===== src/rtl/robo_ambiente.sv =====
// -----------------------------------------------------------------------------
// robo_ambiente
//
// Grid-world environment for the wall-following robot controller. It consumes
// the controller's move/rotate commands, tracks the robot's cell position and
// heading on a fixed wall map, and drives the controller's wall sensors.
//
// World updates happen once every STEP_DIV clocks (a "tick"), so the
// environment advances at the same rate as the controller's state updates.
//
// Parameters
//   GRID_W, GRID_H      map size in cells (each >= 2)
//   MAP                 GRID_W*GRID_H wall bitmap, bit y*GRID_W+x = 1 is a wall
//   START_X, START_Y    reset position (must be a free cell)
//   START_DIR           reset heading: 0=N (y-1), 1=E (x+1), 2=S (y+1), 3=W (x-1)
//   GOAL_X, GOAL_Y      goal cell
//   STEP_DIV            clocks per world update
//
// Ports
//   clock       rising-edge clock
//   reset       synchronous, active-high reset
//   avancar     move-forward command (sampled at ticks only)
//   girar       rotate 90 degrees clockwise (sampled at ticks only)
//   head        cell ahead is a wall or outside the grid
//   left        cell to the left is a wall or outside the grid
//   pos_x/pos_y current position
//   dir         current heading
//   crash       sticky: a forward move into a blocked cell was attempted
//   cmd_err     one-cycle pulse: both commands were high at a tick
//   done        sticky: robot reached the goal; the world is then frozen
//   moves       successful forward moves, saturating at 16'hFFFF
//   visit_cnt   distinct cells visited (0 when the visit tracker is not built)
//
// Build option
//   ROBO_AMBIENTE_VISIT_EN  when defined, a visited-cell bitmap is kept and
//                           visit_cnt counts distinct cells entered (start
//                           cell included). When undefined, visit_cnt is 0.
// -----------------------------------------------------------------------------
module robo_ambiente #(
    parameter int                       GRID_W    = 8,
    parameter int                       GRID_H    = 8,
    parameter logic [GRID_W*GRID_H-1:0] MAP       = '0,
    parameter int                       START_X   = 0,
    parameter int                       START_Y   = 0,
    parameter int                       START_DIR = 1,
    parameter int                       GOAL_X    = GRID_W - 1,
    parameter int                       GOAL_Y    = GRID_H - 1,
    parameter int                       STEP_DIV  = 3
) (
    input  logic                        clock,
    input  logic                        reset,
    input  logic                        avancar,
    input  logic                        girar,
    output logic                        head,
    output logic                        left,
    output logic [$clog2(GRID_W)-1:0]   pos_x,
    output logic [$clog2(GRID_H)-1:0]   pos_y,
    output logic [1:0]                  dir,
    output logic                        crash,
    output logic                        cmd_err,
    output logic                        done,
    output logic [15:0]                 moves,
    output logic [15:0]                 visit_cnt
);

    localparam int XW    = $clog2(GRID_W);
    localparam int YW    = $clog2(GRID_H);
    localparam int NCELL = GRID_W * GRID_H;
    localparam int IW    = $clog2(NCELL);
    localparam int DW    = (STEP_DIV > 1) ? $clog2(STEP_DIV) : 1;

    localparam logic DONE_AT_START = (START_X == GOAL_X) && (START_Y == GOAL_Y);

    // A wall under the start cell is a configuration mistake; flag it while
    // the design is being elaborated rather than letting it run silently.
    if (MAP[START_Y*GRID_W + START_X]) begin : g_bad_start
        $error("robo_ambiente: start cell (%0d,%0d) is a wall", START_X, START_Y);
    end

    // -------------------------------------------------------------------------
    // Neighbour arithmetic. Coordinates are widened by one bit so that both a
    // step below zero (wraps to all ones) and a step past the last column/row
    // land at a value >= the grid size and are recognised as outside.
    // -------------------------------------------------------------------------
    function automatic logic [XW:0] step_x(input logic [XW-1:0] x, input logic [1:0] d);
        logic [XW:0] r;
        r = {1'b0, x};
        if (d == 2'd1)
            r = r + (XW+1)'(1);
        else if (d == 2'd3)
            r = r - (XW+1)'(1);
        return r;
    endfunction

    function automatic logic [YW:0] step_y(input logic [YW-1:0] y, input logic [1:0] d);
        logic [YW:0] r;
        r = {1'b0, y};
        if (d == 2'd2)
            r = r + (YW+1)'(1);
        else if (d == 2'd0)
            r = r - (YW+1)'(1);
        return r;
    endfunction

    function automatic logic [IW-1:0] cell_index(input logic [XW:0] cx, input logic [YW:0] cy);
        return IW'(int'(cy) * GRID_W + int'(cx));
    endfunction

    // Anything outside the grid behaves as a wall; there is no wrap-around.
    function automatic logic is_blocked(input logic [XW:0] cx, input logic [YW:0] cy);
        if (int'(cx) >= GRID_W || int'(cy) >= GRID_H)
            return 1'b1;
        return MAP[cell_index(cx, cy)];
    endfunction

    // -------------------------------------------------------------------------
    // State
    // -------------------------------------------------------------------------
    logic [DW-1:0] div_cnt_reg, div_cnt_next;
    logic [XW-1:0] pos_x_reg,   pos_x_next;
    logic [YW-1:0] pos_y_reg,   pos_y_next;
    logic [1:0]    dir_reg,     dir_next;
    logic          crash_reg,   crash_next;
    logic          cmd_err_reg, cmd_err_next;
    logic          done_reg,    done_next;
    logic [15:0]   moves_reg,   moves_next;

    logic          tick;
    logic          move_ok;

    // Cell ahead (in dir) and cell to the left (dir rotated counter-clockwise)
    logic [XW:0]   head_x, left_x;
    logic [YW:0]   head_y, left_y;
    logic          head_blk, left_blk;
    logic [1:0]    left_dir;

    assign left_dir = dir_reg + 2'd3;
    assign head_x   = step_x(pos_x_reg, dir_reg);
    assign head_y   = step_y(pos_y_reg, dir_reg);
    assign left_x   = step_x(pos_x_reg, left_dir);
    assign left_y   = step_y(pos_y_reg, left_dir);
    assign head_blk = is_blocked(head_x, head_y);
    assign left_blk = is_blocked(left_x, left_y);

    assign tick = (div_cnt_reg == DW'(STEP_DIV - 1));

    // -------------------------------------------------------------------------
    // Next-state logic
    // -------------------------------------------------------------------------
    always_comb begin
        div_cnt_next = tick ? '0 : div_cnt_reg + DW'(1);
        pos_x_next   = pos_x_reg;
        pos_y_next   = pos_y_reg;
        dir_next     = dir_reg;
        crash_next   = crash_reg;
        cmd_err_next = 1'b0;
        done_next    = done_reg;
        move_ok      = 1'b0;

        // Once the goal is reached the world is frozen: no rotation, no
        // movement, no crash or command-error reporting.
        if (tick && !done_reg) begin
            if (girar) begin
                // Rotation wins over a simultaneous move; the conflict is flagged.
                dir_next     = dir_reg + 2'd1;
                cmd_err_next = avancar;
            end else if (avancar) begin
                if (head_blk) begin
                    crash_next = 1'b1;
                end else begin
                    move_ok    = 1'b1;
                    pos_x_next = head_x[XW-1:0];
                    pos_y_next = head_y[YW-1:0];
                    if (head_x == (XW+1)'(GOAL_X) && head_y == (YW+1)'(GOAL_Y))
                        done_next = 1'b1;
                end
            end
        end

        moves_next = (move_ok && moves_reg != 16'hFFFF) ? moves_reg + 16'd1 : moves_reg;
    end

    always_ff @(posedge clock) begin
        if (reset) begin
            div_cnt_reg <= '0;
            pos_x_reg   <= XW'(START_X);
            pos_y_reg   <= YW'(START_Y);
            dir_reg     <= 2'(START_DIR);
            crash_reg   <= 1'b0;
            cmd_err_reg <= 1'b0;
            done_reg    <= DONE_AT_START;
            moves_reg   <= 16'd0;
        end else begin
            div_cnt_reg <= div_cnt_next;
            pos_x_reg   <= pos_x_next;
            pos_y_reg   <= pos_y_next;
            dir_reg     <= dir_next;
            crash_reg   <= crash_next;
            cmd_err_reg <= cmd_err_next;
            done_reg    <= done_next;
            moves_reg   <= moves_next;
        end
    end

    // -------------------------------------------------------------------------
    // Optional visited-cell tracking
    // -------------------------------------------------------------------------
`ifdef ROBO_AMBIENTE_VISIT_EN
    localparam int START_IDX = START_Y * GRID_W + START_X;

    logic [NCELL-1:0] visited_vec;
    logic [IW-1:0]    ahead_idx;
    logic [15:0]      visit_cnt_reg;

    // Only meaningful when move_ok is set, i.e. the cell ahead is on the grid.
    assign ahead_idx = cell_index(head_x, head_y);

    genvar gi;
    for (gi = 0; gi < NCELL; gi++) begin : g_visit
        logic v_reg;
        always_ff @(posedge clock) begin
            if (reset)
                v_reg <= (gi == START_IDX);
            else if (move_ok && ahead_idx == IW'(gi))
                v_reg <= 1'b1;
        end
        assign visited_vec[gi] = v_reg;
    end

    always_ff @(posedge clock) begin
        if (reset)
            visit_cnt_reg <= 16'd1;
        else if (move_ok && !visited_vec[ahead_idx] && visit_cnt_reg != 16'hFFFF)
            visit_cnt_reg <= visit_cnt_reg + 16'd1;
    end

    assign visit_cnt = visit_cnt_reg;
`else
    assign visit_cnt = 16'd0;
`endif

    // -------------------------------------------------------------------------
    // Outputs
    // -------------------------------------------------------------------------
    assign head    = head_blk;
    assign left    = left_blk;
    assign pos_x   = pos_x_reg;
    assign pos_y   = pos_y_reg;
    assign dir     = dir_reg;
    assign crash   = crash_reg;
    assign cmd_err = cmd_err_reg;
    assign done    = done_reg;
    assign moves   = moves_reg;

endmodule

===== config.mk =====
export PLATFORM = sky130hd
export DESIGN_NAME = robo_ambiente
export DESIGN_NICKNAME = d
export VERILOG_FILES = /design/src/rtl/robo_ambiente.sv
export SDC_FILE = /design/constraint.sdc
export NUM_CORES = 1
export LEC_CHECK = 0
export CORE_MARGIN = 2
export CORE_UTILIZATION = 35
export DETAILED_ROUTE_END_ITERATION = 8
export GPL_ROUTABILITY_DRIVEN = 0
export PLACE_DENSITY = 0.75
export SYNTH_ARGS = -nofsm -noshare
export SYNTH_HDL_FRONTEND = slang
export SYNTH_SLANG_ARGS = --single-unit

===== constraint.sdc =====
create_clock -name clock -period 2 [get_ports clock]
set_input_delay 0.2 -clock clock [delete_from_list [all_inputs] [get_ports clock]]
set_output_delay 0.2 -clock clock [all_outputs]
set_load 0.02 [all_outputs]

==> impl_results.rst, run 1 <==
.. list-table::
   :header-rows: 1

   * - Metric
     - Value
   * - Critical path launch point type
     - register
   * - Clock sink count
     - 29
   * - Number of enable-type register cells in the synthesized netlist
     - 0
   * - Avg Cell Area, Syn
     - 8.18 um2
   * - Clk_lat worst skew
     - 0.28 ns
   * - CTS clk-pin slew, worst paths
     - around 0.07 ns
   * - Port Buf Inserts
     - 32
   * - Number of standard-cell rows in the floorplan
     - 26
   * - Count of distinct cell types in the synthesized netlist
     - 38
   * - Most frequent cell after synthesis
     - sky130_fd_sc_hd__dfxtp_1
   * - Io pins
     - just under 50
   * - Asr flop ratio synth
     - 0%
   * - Share of post-route cells with drive strength above 1
     - between 30% and 40%
   * - Min Clock Period, post-route
     - 1.97 ns
   * - Hold_sp
     - div_cnt_reg[0]
   * - Final setup slack of the worst path
     - 0.0276 ns
   * - Top-area cell type share of the netlist area
     - 32.2%
   * - Number of global-route vias before repair
     - 1732
   * - Top post-synthesis cells by area
     - sky130_fd_sc_hd__dfxtp_1 32%, sky130_fd_sc_hd__ha_1 8.3%, sky130_fd_sc_hd__buf_4 6.7%
   * - Gate count after technology mapping
     - 220
   * - Reg2Reg Depth
     - 9
   * - Synth Flop Type
     - sky130_fd_sc_hd__dfxtp_1
   * - First-pass GRT wire length
     - 7570 um
   * - Inserted Clock Buffers
     - 5
   * - Worst-Margin Slew
     - 0.649 ns
   * - Run status
     - finished, final reports clean
   * - Die Footprint
     - 5730 um2
   * - Cell count after placement
     - 342
   * - Gr ovfl total
     - 0
   * - Final-report max-slew violation count
     - 0
   * - Hold WC Path Type
     - register to register
   * - Overall Global Routing Usage
     - between 15 and 20%
   * - Slowest cell delay on critical path
     - 0.37 ns
   * - Antenna violations before repair
     - 0
   * - Number of nets in the final layout
     - 305
   * - Critical R2R Capture
     - moves[0]
   * - Number of warnings printed during yosys synthesis
     - 0
   * - Average vias per placed instance
     - ~5.2
   * - RSZ-0062 raised after global routing
     - true
   * - Critical Path Source
     - dir[1]
   * - Post-synthesis register bit count
     - 29
   * - Chip width
     - 75.7 um
   * - Iteration-0 DRC count of the detailed router
     - 87
   * - Worst max-slew margin expressed relative to the limit
     - 56.6%
   * - Peak supply drop
     - 0.267 mV
   * - Number of instances on the worst hold path
     - 1
   * - H-tree levels
     - 2
   * - Fill count
     - 449
   * - Buffer levels on the longest clock path
     - 2
   * - Clock tree from TritonCTS
     - yes
   * - Average wire length per cell after detail routing
     - roughly 14 um
   * - Count of max-cap constraint violations
     - 0
   * - Layout Skew
     - between 0.005 and 0.006 ns
   * - Die Y-Extent
     - 75.7 um
   * - Ant. Diodes
     - 0
   * - Data arrival at the endpoint of the critical path
     - between 2 and 2.5 ns
   * - Maximum fanout along the worst path
     - 6
   * - Ordered list of cells on the worst path
     - inv_2 -> ha_4 -> nor2b_2 -> a211oi_4 -> nand2_2 -> buf_8 -> buf_6 -> or3_4 -> a21oi_2
   * - Core region area
     - 5040 um2
   * - Total number of vias
     - 1875
   * - Sequential element share of the synthesized area
     - approximately a third
   * - Minimum setup slack among reg-to-reg paths
     - 0.03 ns
   * - Syn Std Cell Area
     - 1800 um2
   * - Count of hold buffers inserted by post-cts repair
     - 0
   * - Maximum number of pins on one net before global-route repair
     - 17
   * - Starting density of the core
     - 35.7%
   * - Count of non-filler cells in the finished layout
     - 360
   * - Estimated wirelength of the detail-placed design
     - 3330 um
   * - Placement-stage worst setup slack
     - -0.192 ns
   * - Endpoint class of the critical path
     - register
   * - Cell type contributing the most total cell area after synthesis
     - sky130_fd_sc_hd__dfxtp_1
   * - Share of the clock period used by the worst path
     - 98.6%
   * - Leakage power summed over all cells
     - 1.02 nW
   * - Final count of negative-setup-slack endpoints
     - 0
   * - Capturing element of the worst setup path
     - moves[0]
   * - Required time at the worst-slack endpoint
     - 2.21 ns
   * - Critical setup path kind
     - register to register
   * - Detailed Routing Iterations Pass 1
     - 4
   * - Number of flip-flops in the largest register
     - 16
   * - Startpoint of the lowest-slack register-to-register path
     - dir[1]
   * - Post-detailed-routing wire length
     - between 5000 and 6000 um
   * - Final count of hold timing violations
     - 0
   * - Maximum clock rate
     - about 510 MHz
   * - Count of antenna-violating nets left after detailed routing
     - 0
   * - Clock root buffer
     - sky130_fd_sc_hd__clkbuf_8
   * - Post-synth top cells
     - 29 x sky130_fd_sc_hd__dfxtp_1, 19 x sky130_fd_sc_hd__a21oi_1, 16 x sky130_fd_sc_hd__buf_4
   * - DRC violation count after routing
     - 0
   * - Power density relative to cell area
     - 565 nW/um2
   * - Synth-to-Final Area Change
     - 52.7%
   * - Crit-path slowest cell
     - sky130_fd_sc_hd__dfxtp_4
-- final cells by class --
class / count / area (um2) / area share [%]
timing repair buffer: 70 / 631 / 22.9
inverter: 10 / 40.0 / 1.46
multi-input combinational: 173 / 1290 / 46.9
sequential: 29 / 589 / 21.4
tap: 70 / 87.6 / 3.19
clock buffer: 8 / 111 / 4.05
-- where the power goes --
group          internal (W)  total [W]  leakage [nW]  switching, W
Clock              0.000355   0.000582        0.0566      0.000227
Combinational      0.000165   0.000357         0.728      0.000191
Sequential         0.000596   0.000613         0.236     0.0000175
-- metal layers --
metal  vias to the layer above  track usage, %  part of all wire [%]
met1                       898            21.8                    44
met5                         -               0                     0
met2                        63            28.2                    50
met4                         0            4.29                  0.95
li1                        905               -                     -
met3                         9            5.16                   5.2
-- cell usage in the layout, fill, tap and decap left out, types with 2 or more instances in the layout --
| master | count |
|---|---|
| sky130_fd_sc_hd__a211oi_2 | 2 |
| sky130_fd_sc_hd__a21oi_1 | 10 |
| sky130_fd_sc_hd__a21oi_2 | 9 |
| sky130_fd_sc_hd__and2_1 | 2 |
| sky130_fd_sc_hd__and3_1 | 4 |
| sky130_fd_sc_hd__and3b_1 | 2 |
| sky130_fd_sc_hd__buf_4 | 35 |
| sky130_fd_sc_hd__buf_6 | 2 |
| sky130_fd_sc_hd__clkbuf_16 | 2 |
| sky130_fd_sc_hd__clkbuf_8 | 6 |
| sky130_fd_sc_hd__clkdlybuf4s50_1 | 30 |
| sky130_fd_sc_hd__conb_1 | 16 |
| sky130_fd_sc_hd__dfxtp_1 | 26 |
| sky130_fd_sc_hd__dfxtp_4 | 2 |
| sky130_fd_sc_hd__ha_1 | 7 |
| sky130_fd_sc_hd__ha_4 | 4 |
| sky130_fd_sc_hd__inv_1 | 8 |
| sky130_fd_sc_hd__nand2_1 | 12 |
| sky130_fd_sc_hd__nand3_1 | 13 |
| sky130_fd_sc_hd__nand4_1 | 7 |
| sky130_fd_sc_hd__nor2_1 | 13 |
| sky130_fd_sc_hd__nor2b_1 | 2 |
| sky130_fd_sc_hd__nor3_1 | 9 |
| sky130_fd_sc_hd__o21ai_0 | 11 |
| sky130_fd_sc_hd__o31ai_1 | 5 |
| sky130_fd_sc_hd__or3_1 | 3 |
| sky130_fd_sc_hd__or3_4 | 3 |
| sky130_fd_sc_hd__or4_4 | 4 |
| sky130_fd_sc_hd__xnor2_1 | 7 |
-- repair_timing --
action | in CTS | in global routing
pin swaps | 1 | 29
cloned | 1 | 1
buffers inserted | 3 | 6
setup endpoints to repair | 13 | 19
gates resized for setup | 13 | 42
-- through the flow --
| step | hold WS (ns) | power [W] | TNS (ns) | util (%) | cell area [um2] |
|---|---|---|---|---|---|
| floorplan | 0.343 | 0.000814 | 0 | - | 1880 |
| global placement | 0.406 | 0.000898 | -1.27 | 46.4 | 2340 |
| detailed placement | 0.417 | 0.000906 | -1.91 | 46.4 | 2340 |
| CTS | 0.426 | 0.00149 | -0.107 | 49.5 | 2490 |
| global route | 0.455 | 0.00161 | -0.328 | 54.5 | 2750 |
| finish | 0.424 | 0.00155 | 0 | 54.5 | 2750 |
-- worst max-delay path, delay by kind of cell, from the launching register on --
family          cells  cell delay, ns
compound gates      2            0.35
fa+ha+maj           1            0.18
flops               1            0.37
simple gates        3            0.66
buf+inv             3            0.34
-- cell families after synthesis --
family | share of synthesized area, %
simple gates | 26.9
compound gates | 16.1
buf+inv | 11.0
flops | 32.2
fa+ha+maj | 8.34
xor+xnor | 3.41
mux | 1.81
other cells | 0.208
-- how the worst min path moves through the flow --
stage / endpoint / slack, ns
6_report: div_cnt_reg[0] / 0.42
5_1_grt: div_cnt_reg[0] / 0.46
4_1_cts: div_cnt_reg[0] / 0.43
3_5_place_dp: div_cnt_reg[0] / 0.42
3_3_place_gp: div_cnt_reg[0] / 0.41
2_1_floorplan: cmd_err / 0.34
Note: power is estimated with default switching activity, not from simulation.
==> inputs of run 2 (changes only) <==
SKIP_CTS_REPAIR_TIMING = 1   (was not set)
==> run 2 against run 1 <==
  * The run now ends with setup timing left
  * Die area did not move
  * Critical path depth fell by 1
  * Sequential share of layout area rose by 0.58 points
  * Sequential power barely moved
  * Critical endpoint is now left
  * Highest routed layer unchanged
==> impl_results.rst, run 2 (synthesis gave the netlist of run 1 again) <==
.. list-table::
   :header-rows: 1

   * - Metric
     - Value
   * - Run status
     - finished with violations
   * - Violations in the final reports
     - setup timing
   * - Critical R2R Capture
     - moves[12]
   * - Required time at the worst-slack endpoint
     - roughly 1.8 ns
   * - Buffer levels on the longest clock path
     - 2
   * - H-tree levels
     - 2
   * - Number of standard-cell rows in the floorplan
     - 26
   * - CP bufs+invs
     - 4
   * - Die Footprint
     - between 5000 and 6000 um2
   * - Die Y-Extent
     - 75.7 um
   * - Share of the clock period used by the worst path
     - 102%
   * - Average wire length per cell after detail routing
     - 13.9 um
   * - Maximum fanout along the worst path
     - 3
   * - Ordered list of cells on the worst path
     - clkinvlp_4 -> buf_4 -> buf_4 -> ha_1 -> a21oi_2 -> a21oi_1 -> a221o_1 -> buf_2
   * - RSZ-0062 raised after global routing
     - true
   * - Clock tree from TritonCTS
     - yes
   * - Starting density of the core
     - 35.7%
   * - Minimum setup slack among reg-to-reg paths
     - -0.01 ns
   * - Port Buf Inserts
     - 32
   * - Clk_lat worst skew
     - 0.28 ns
   * - Overall Global Routing Usage
     - about 17%
   * - Final-report max-slew violation count
     - 0
   * - Number of instances on the worst hold path
     - 1
   * - Most common cell after layout, fill and taps aside
     - sky130_fd_sc_hd__buf_4
   * - Maximum clock rate
     - 489 MHz
   * - Number of global-route vias before repair
     - approximately 1.7k
   * - Hold_sp
     - div_cnt_reg[0]
   * - Gr ovfl total
     - 0
   * - Most frequent CP cell
     - sky130_fd_sc_hd__buf_4
   * - Antenna violations before repair
     - 0
   * - Critical path launch point type
     - register
   * - Average vias per placed instance
     - 5.11
   * - Layout Skew
     - between 0.005 and 0.006 ns
   * - Final count of hold timing violations
     - 0
   * - Core region area
     - 5040 um2
   * - Final setup slack of the worst path
     - -0.0462 ns
   * - Total number of vias
     - 1820
   * - Clock root buffer
     - sky130_fd_sc_hd__clkbuf_8
   * - Leakage power summed over all cells
     - approximately 1 nW
   * - Total power after layout
     - 0.00153 W
   * - First-pass GRT wire length
     - 7340 um
   * - Count of max-cap constraint violations
     - 0
   * - Iteration-0 DRC count of the detailed router
     - 104
   * - Startpoint of the lowest-slack register-to-register path
     - dir[1]
   * - Hold WC Path Type
     - register to register
   * - Detailed Routing Iterations Pass 1
     - 5
   * - Clock sink count
     - 29
   * - Count of antenna-violating nets left after detailed routing
     - 0
   * - Hold slack
     - 0.422 ns
   * - Post-detailed-routing wire length
     - 4930 um
   * - CTS clk-pin slew, worst paths
     - approximately 0.06 ns
   * - Power density relative to cell area
     - 573 nW/um2
   * - Commonest cells after routing, fill and taps aside
     - 33 x sky130_fd_sc_hd__buf_4, 30 x sky130_fd_sc_hd__clkdlybuf4s50_1, 27 x sky130_fd_sc_hd__dfxtp_1, 16 x sky130_fd_sc_hd__conb_1
   * - DRC violation count after routing
     - 0
   * - Hold worst-path end
     - div_cnt_reg[0]
   * - Maximum number of pins on one net before global-route repair
     - 17
   * - Ant. Diodes
     - 0
   * - Reg2Reg Depth
     - 9
   * - Slowest cell delay on critical path
     - 0.37 ns
   * - Min Clock Period, post-route
     - 2.05 ns
   * - Final count of negative-setup-slack endpoints
     - 4
   * - Setup Total Neg Slack
     - -0.0686 ns
   * - Estimated wirelength of the detail-placed design
     - 3330 um
   * - Io pins
     - 49
   * - Number of flip-flops in the largest register
     - 16
   * - Data arrival at the endpoint of the critical path
     - between 1.5 and 2 ns
   * - Critical setup path kind
     - register to primary output
   * - Worst-Margin Slew
     - ~0.62 ns
   * - Inserted Clock Buffers
     - 5
   * - Critical path's top delay family
     - buffers and inverters
   * - Peak supply drop
     - 0.274 mV
   * - Number of nets in the final layout
     - 301
   * - Synth-to-Final Area Change
     - 48.4%
   * - Worst max-slew margin expressed relative to the limit
     - about three fifths
   * - Chip width
     - between 70 and 80 um
   * - Crit-path slowest cell
     - sky130_fd_sc_hd__dfxtp_4
   * - Share of post-route cells with drive strength above 1
     - 28.7%
   * - Endpoint class of the critical path
     - primary output
==> run 2: changes by cell type in the layout (fill, tap and decap cells not counted), sizes merged <==
cell and change:
buf -3, clkbuf -1, clkinvlp +1, inv -1
==> run 2: how the worst max path moves through the flow <==
stage	from	end	slack, ns	depth (start not counted)
floorplan	dir[0]	moves[8]	0.01	8
global placement	girar	moves[8]	-0.14	7
detailed placement	girar	moves[5]	-0.19	7
CTS	dir[1]	head	-0.43	6
global route	dir[1]	left	-0.12	8
finish	dir[1]	left	-0.05	8
==> run 2: metal layers <==
metal | wire length, um | GRT usage (%) | part of all wire (%)
met3 | 268 | 4.89 | 5.4
met2 | 2420 | 27.7 | 49
met4 | 18 | 4.09 | 0.36
met1 | 2220 | 21.1 | 45
met5 | 0 | 0 | 0
==> run 2: final cells by class <==
cell class	instances	area, um2
clock buffers	8	111
fillers	452	2370
inverters	10	41.3
multi-input cells	173	1270
flip-flops and latches	29	588
well taps	70	87.6
repair buffers	66	576
==> run 2: report_power, final <==
group	switching (W)	internal (W)
clock network	0.000225	0.000355
registers	0.0000176	0.000596
logic	0.000184	0.000152
==> run 2: worst reg2reg max path: cells and delay by family, from the launching register on <==
| family | cells | cell delay [ns] |
|---|---|---|
| and+or+nand+nor | 2 | 0.24 |
| adders and majority gates | 1 | 0.21 |
| AOI/OAI and AO/OA | 3 | 0.65 |
| DFF | 1 | 0.37 |
| buffers and inverters | 3 | 0.44 |
==> run 2: stage by stage <==
stage / std cells / utilization [%] / setup WS (ns) / cell area, um2
after floorplan: 235 / - / 0.0128 / 1880
after detailed placement: 342 / 46.4 / -0.192 / 2340
final: 356 / 53.0 / -0.0462 / 2670
after global routing: 356 / 53.0 / -0.115 / 2670
after CTS: 350 / 48.6 / -0.425 / 2450
after global placement: 342 / 46.4 / -0.137 / 2340
